File: config.mk
export PLATFORM = sky130hd
export DESIGN_NAME = led_pattern_gen_flat
export DESIGN_NICKNAME = d
export VERILOG_FILES = /design/src/rtl/led_pattern_gen_if.sv /design/src/rtl/led_pattern_gen.sv /design/src/flat_wrapper.sv
export SDC_FILE = /design/constraint.sdc
export NUM_CORES = 1
export LEC_CHECK = 0
export CAP_MARGIN = 25
export CORE_ASPECT_RATIO = 1.75
export CORE_MARGIN = 2
export CORE_UTILIZATION = 50
export DETAILED_ROUTE_END_ITERATION = 7
export HOLD_SLACK_MARGIN = 0.12
export PLACE_DENSITY = 0.67
export REMOVE_ABC_BUFFERS = 1
export SLEW_MARGIN = 40
export SYNTH_ARGS = -nofsm -noshare
export SYNTH_HDL_FRONTEND = slang
export SYNTH_SLANG_ARGS = --single-unit
File: constraint.sdc
create_clock -name clk -period 2.65 [get_ports clk]
set_clock_uncertainty 0.05 [all_clocks]
set_input_delay 0.53 -clock clk [delete_from_list [all_inputs] [get_ports clk]]
set_output_delay 0.53 -clock clk [all_outputs]
set_load 0.02 [all_outputs]
File: src/rtl/led_pattern_gen_if.sv
// ---------------------------------------------------------------------------
// led_pattern_gen_if
// Purpose : groups the run-control inputs and the LED/strobe outputs of
//           led_pattern_gen into one bundle.
// Signals : en   - run enable, synchronous to clk
//           mode - pattern select (0 binary, 1 scan, 2 breathe, 3 off)
//           leds - registered LED drive, 1 = lit
//           tick - registered single-cycle step strobe
// Modports: master drives en/mode and observes leds/tick;
//           slave (the generator) receives en/mode and drives leds/tick.
// ---------------------------------------------------------------------------
interface led_pattern_gen_if #(
    parameter int NUM_LEDS = 8
);
    logic                en;
    logic [1:0]          mode;
    logic [NUM_LEDS-1:0] leds;
    logic                tick;

    modport master (output en, output mode, input leds, input tick);
    modport slave  (input en, input mode, output leds, output tick);
endinterface

File: src/rtl/led_pattern_gen.sv
// ---------------------------------------------------------------------------
// led_pattern_gen
// Purpose : LED pattern generator. A prescaler divides clk by TICK_DIV to
//           produce pattern steps; the selected mode turns the step state
//           into a registered LED drive.
//             mode 0 binary  : NUM_LEDS-bit up counter
//             mode 1 scan    : one-hot bouncing dot, no repeated endpoint
//             mode 2 breathe : PWM duty ramps 0 -> max -> 0 per step
//             mode 3 off     : LEDs dark, prescaler and tick keep running
// Ports   : clk    - single clock, all state on its rising edge
//           resetn - asynchronous active-low reset
//           bus    - led_pattern_gen_if.slave (en, mode in; leds, tick out)
// ---------------------------------------------------------------------------
module led_pattern_gen #(
    parameter int              NUM_LEDS = 8,
    parameter longint unsigned TICK_DIV = 64'd16777216,
    parameter int              PWM_BITS = 8
) (
    input  logic             clk,
    input  logic             resetn,
    led_pattern_gen_if.slave bus
);
    localparam int PRE_W = $clog2(TICK_DIV);
    localparam int POS_W = $clog2(NUM_LEDS);

    localparam logic [PRE_W-1:0]    PRE_LAST = PRE_W'(TICK_DIV - 64'd1);
    localparam logic [POS_W-1:0]    POS_LAST = POS_W'(NUM_LEDS - 1);
    localparam logic [POS_W-1:0]    POS_PEN  = POS_W'(NUM_LEDS - 2);
    localparam logic [PWM_BITS-1:0] DUTY_MAX = {PWM_BITS{1'b1}};

    logic [1:0]          mode_q,  mode_d;
    logic [PRE_W-1:0]    pre_q,   pre_d;
    logic [NUM_LEDS-1:0] cnt_q,   cnt_d;
    logic [POS_W-1:0]    pos_q,   pos_d;
    logic                dir_q,   dir_d;
    logic [PWM_BITS-1:0] duty_q,  duty_d;
    logic                bdir_q,  bdir_d;   // breathe ramp direction, 1 = falling
    logic [PWM_BITS-1:0] pwm_q,   pwm_d;
    logic [NUM_LEDS-1:0] leds_q,  leds_d;
    logic                tick_q,  tick_d;

    logic mode_chg;
    logic wrap;

    // A mode change outranks a coincident prescaler wrap: no step that cycle.
    assign mode_chg = (bus.mode != mode_q);
    assign wrap     = bus.en && !mode_chg && (pre_q == PRE_LAST);

    always_comb begin
        mode_d = mode_q;
        pre_d  = pre_q;
        cnt_d  = cnt_q;
        pos_d  = pos_q;
        dir_d  = dir_q;
        duty_d = duty_q;
        bdir_d = bdir_q;
        pwm_d  = pwm_q;
        leds_d = leds_q;
        tick_d = 1'b0;

        if (mode_chg) begin
            // Restart the new pattern from step 0, independent of en.
            mode_d = bus.mode;
            pre_d  = '0;
            cnt_d  = '0;
            pos_d  = '0;
            dir_d  = 1'b0;
            duty_d = '0;
            bdir_d = 1'b0;
            pwm_d  = '0;
            leds_d = '0;
        end else if (bus.en) begin
            pre_d  = wrap ? '0 : pre_q + 1'b1;
            tick_d = wrap;
            pwm_d  = pwm_q + 1'b1;

            // LEDs follow the step state held before this edge, so they lag
            // a step by exactly one clock.
            case (mode_q)
                2'd0:    leds_d = cnt_q;
                2'd1:    leds_d = NUM_LEDS'(1) << pos_q;
                2'd2:    leds_d = {NUM_LEDS{pwm_q < duty_q}};
                default: leds_d = '0;
            endcase

            if (wrap) begin
                case (mode_q)
                    2'd0: cnt_d = cnt_q + 1'b1;
                    2'd1: begin
                        if (!dir_q) begin
                            if (pos_q == POS_LAST) begin
                                dir_d = 1'b1;
                                pos_d = POS_PEN;
                            end else begin
                                pos_d = pos_q + 1'b1;
                            end
                        end else begin
                            if (pos_q == '0) begin
                                dir_d = 1'b0;
                                pos_d = POS_W'(1);
                            end else begin
                                pos_d = pos_q - 1'b1;
                            end
                        end
                    end
                    2'd2: begin
                        if (!bdir_q) begin
                            if (duty_q == DUTY_MAX) begin
                                bdir_d = 1'b1;
                                duty_d = duty_q - 1'b1;
                            end else begin
                                duty_d = duty_q + 1'b1;
                            end
                        end else begin
                            if (duty_q == '0) begin
                                bdir_d = 1'b0;
                                duty_d = duty_q + 1'b1;
                            end else begin
                                duty_d = duty_q - 1'b1;
                            end
                        end
                    end
                    default: ;
                endcase
            end
        end
    end

    always_ff @(posedge clk or negedge resetn) begin
        if (!resetn) begin
            mode_q <= '0;
            pre_q  <= '0;
            cnt_q  <= '0;
            pos_q  <= '0;
            dir_q  <= 1'b0;
            duty_q <= '0;
            bdir_q <= 1'b0;
            pwm_q  <= '0;
            leds_q <= '0;
            tick_q <= 1'b0;
        end else begin
            mode_q <= mode_d;
            pre_q  <= pre_d;
            cnt_q  <= cnt_d;
            pos_q  <= pos_d;
            dir_q  <= dir_d;
            duty_q <= duty_d;
            bdir_q <= bdir_d;
            pwm_q  <= pwm_d;
            leds_q <= leds_d;
            tick_q <= tick_d;
        end
    end

    assign bus.leds = leds_q;
    assign bus.tick = tick_q;
endmodule
File: src/flat_wrapper.sv
// flat-port wrapper written by rule: the top's interface ports become plain ports
module led_pattern_gen_flat 
#(
    parameter int              NUM_LEDS = 8,
    parameter longint unsigned TICK_DIV = 64'd16777216,
    parameter int              PWM_BITS = 8
)
  (clk, resetn, bus_en, bus_mode, bus_leds, bus_tick);
  led_pattern_gen_if #(.NUM_LEDS(NUM_LEDS)) bus_i ();
  input  logic clk;
  input  logic resetn;
  input wire logic [$bits(bus_i.en)-1:0] bus_en;
  input wire logic [$bits(bus_i.mode)-1:0] bus_mode;
  output wire logic [$bits(bus_i.leds)-1:0] bus_leds;
  output wire logic [$bits(bus_i.tick)-1:0] bus_tick;
  assign bus_i.en = bus_en;
  assign bus_i.mode = bus_mode;
  assign bus_leds = bus_i.leds;
  assign bus_tick = bus_i.tick;
  led_pattern_gen #(.NUM_LEDS(NUM_LEDS), .TICK_DIV(TICK_DIV), .PWM_BITS(PWM_BITS)) u_core (.clk(clk), .resetn(resetn), .bus(bus_i));
endmodule
==> flow_summary.yaml <==
clock_network:
  clockBufferDepth: 2
  cts-root-buf: "clkbuf_16"
  cts_buffers: 9
  cts_tree: "built"
  cts_resized: 0
  insertion_delay_ns: 0.33
  clock-sinks: 64
  clk_pin_slew_ns: 0.05
  h-tree-depth: 3
  post-cts-setup-buffers: 0
  holdBufCountCts: 0
power:
  p_sw_frac: 0.210
  combPwrFrac: 0.048
  switchingPower_mw: 0.512
  seqPwrFrac: 0.408
  power.internal_mw: 1.92
  power_leakage_nw: 1.81
  clkPwrFrac: 0.544
  power_density_nw_per_um2: 564
  irDropWorstVdd_v: 0.000524
yosys:
  synthesis.area_um2: 3700
  ys_warn_count: 0
  synth_cell_types: 52
  yosysTopAreaCellShare: 0.433
  synth_edf_count: 0
  yosysSeqAreaShare: 0.433
  yosys_most_used_dff: "dfrtp_1"
  synth_top_area_cell: "dfrtp_1"
  synth.avg_cell_area_um2: 9.21
  async_reset_ff_frac: 1.00
  synth_cells: 402
  synth_area_leaders: "dfrtp_1, ha_1, nor2_1"
  synth_seq_cells: 64
cells_and_area:
  final_area_um2: 4310
  drive_gt1_frac: 0.102
  fin_nets: 450
  syn_to_final_growth_pct: 16.5
  final_cells: 516
  antennaDiodeCount: 0
  n_fill_cell: 638
  layout_common_cells: "dfrtp_1, nor2_1, nand2_1"
  layout_commonest_cell: "dfrtp_1"
min_path:
  hp-class: "in -> async"
run_status:
  status: "completed"
placement:
  dpl.cell_count: 500
  gp_congestion: 0.884
  post-dp-hpwl_um: 5810
  dp_slack_ns: -0.00753
  io_buffers: 13
  post_dp_cell_area_um2: 3970
critical_path:
  crit_path_end_kind: "register"
  max_stage_delay_ns: 0.71
  cpMaxStageDelayCell: "or4_4"
  worstSetupPathType: "in -> reg"
  worstPathMaxFanout: 15
  r2r_slack_ns: 0.34
  cp.required_ns: 2.85
  cp-endpoint: "u_core.duty_q[3]$_DFFE_PN0P_"
  r2r-end: "u_core.duty_q[3]$_DFFE_PN0P_"
  worstSetupStartpointType: "primary input"
  r2r_cells: 5
  worstPathArrival_ns: 2.56
  setup.worst_path.start: "bus_en"
  path_cells: "clkdlybuf4s50_1 > nand4_1 > or4_4 > or3_1 > a21oi_1"
  reg2reg_from: "u_core.pre_q[3]$_DFFE_PN0P_"
floorplanning:
  die_h_um: 118
  dieArea_um2: 8130
  fp.dieW_um: 69.0
  coreArea_um2: 7180
  top_level_ports: 14
  start_util: 0.515
  rows: 41
route:
  viasPerCell: 5.81
  wl_per_cell_um: 15.6
  drtIter0Drc: 204
  drt_pass1_iterations: 5
  detail_route.wirelength_um: 8070
  vias: 2996
  ant_nets: 0
  drc: 0
run:
  maxCapViolCount: 0
sta:
  fin_tns_setup_ns: 0
  rsz0062_at_grt: "no"
  whs_ns: 0.197
  fmax_mhz: 424
  min_period_ns: 2.36
  setup_viol: 0
  slew_headroom: 0.518
  finalWorstSetupSlack_ns: 0.294
  period_share: 0.889
  tightestPinTransition_ns: 0.723
  finalMaxSlewViolations: 0
  final-hold-violation-count: 0
grt:
  grt_pass1_wl_um: 14200
  grt_max_degree: 36
  grt_pass1_vias: 3044
  antenna_found_initial: 0
  grt.overflow.total: 0
  grt_usage: 0.215
## cells in the mapped netlist, drive strengths merged (2+ instances only)
| library cell | count |
|---|---|
| a211oi | 3 |
| a21o | 4 |
| a21oi | 25 |
| a22oi | 2 |
| a31oi | 2 |
| a41oi | 2 |
| and2 | 4 |
| and3 | 3 |
| and4 | 5 |
| buf | 6 |
| clkbuf | 9 |
| dfrtp | 64 |
| ha | 20 |
| inv | 18 |
| mux2i | 9 |
| nand2 | 30 |
| nand2b | 8 |
| nand3 | 18 |
| nand4 | 14 |
| nor2 | 52 |
| nor3 | 11 |
| nor4 | 6 |
| o21ai | 21 |
| o22ai | 2 |
| o2bb2ai | 2 |
| or2 | 2 |
| or3 | 12 |
| or4 | 3 |
| xnor2 | 15 |
| xor2 | 19 |
## power groups by stage
stage,Combinational [mW],Sequential [mW],Clock [mW]
floorplan,0.0477,1.01,0
global placement,0.117,1.01,0
detailed placement,0.119,1.01,0
CTS,0.120,0.990,1.35
global route,0.132,0.991,1.39
finish,0.117,0.991,1.32
## sequential cells by signal, summed over array words and instances, names as in the netlist
| signal | count |
|---|---|
| u_core.pos_q | 3 |
| u_core.bus.tick | 1 |
| u_core.dir_q | 1 |
| u_core.pwm_q | 8 |
| u_core.pre_q | 24 |
| u_core.duty_q | 8 |
| u_core.cnt_q | 8 |
| u_core.bus.leds | 8 |
| u_core.mode_q | 2 |
| u_core.bdir_q | 1 |
## per-layer routing
metal / wire length (µm) / share of wire / global-route usage / vias up
li1: - / - / - / 1464
met1: 3370 / 0.42 / 0.252 / 1460
met2: 4250 / 0.53 / 0.376 / 58
met3: 276 / 0.034 / 0.0428 / 14
met4: 167 / 0.021 / 0.0956 / 0
met5: 0 / 0 / 0 / -
## critical path: cells and delay by family
kind | cells | cell delay [ns]
compound gates | 1 | 0.17
simple gates | 3 | 1.35
buf+inv | 1 | 0.50
## logic make-up (layout without fill, tap and decap cells)
kind of cell / after synthesis / after routing / synth area share
AND/OR/NAND/NOR: 168 / 168 / 0.230
AO/OA/AOI/OAI: 72 / 72 / 0.120
flip-flops: 64 / 64 / 0.433
XOR/XNOR: 34 / 34 / 0.0805
buffers and inverters: 34 / 62 / 0.0416
adder cells (fa/ha/maj): 20 / 20 / 0.0676
multiplexers: 10 / 10 / 0.0274
## area by class of cell
| class | count | area (µm²) | area share |
|---|---|---|---|
| Clock buffer | 12 | 267 | 0.0618 |
| Clock inverter | 4 | 75.1 | 0.0174 |
| Inverter | 19 | 71.3 | 0.0165 |
| Multi-Input combinational cell | 304 | 1950 | 0.451 |
| Sequential cell | 64 | 1600 | 0.372 |
| Tap cell | 86 | 108 | 0.0250 |
| Timing Repair Buffer | 27 | 243 | 0.0563 |
## stage by stage
step | util | power, mW
after global routing | 0.600 | 2.51
after floorplan | - | 1.06
final | 0.600 | 2.43
after CTS | 0.600 | 2.46
after global placement | 0.553 | 1.12
after detailed placement | 0.553 | 1.13
## worst min path at each step
stage | end | depth (start not counted) | slack (ns) | start
3_5_place_dp | u_core.pre_q[8]$_DFFE_PN0P_ | 2 | 0.47 | u_core.pre_q[8]$_DFFE_PN0P_
6_report | u_core.duty_q[1]$_DFFE_PN0P_ | 1 | 0.20 | resetn
5_1_grt | u_core.duty_q[1]$_DFFE_PN0P_ | 1 | 0.26 | resetn
2_1_floorplan | u_core.bdir_q$_DFFE_PN0P_ | 0 | 0.18 | resetn
4_1_cts | u_core.duty_q[1]$_DFFE_PN0P_ | 1 | 0.22 | resetn
3_3_place_gp | u_core.pre_q[8]$_DFFE_PN0P_ | 2 | 0.46 | u_core.pre_q[8]$_DFFE_PN0P_
Power figures use the tool's default switching activity.
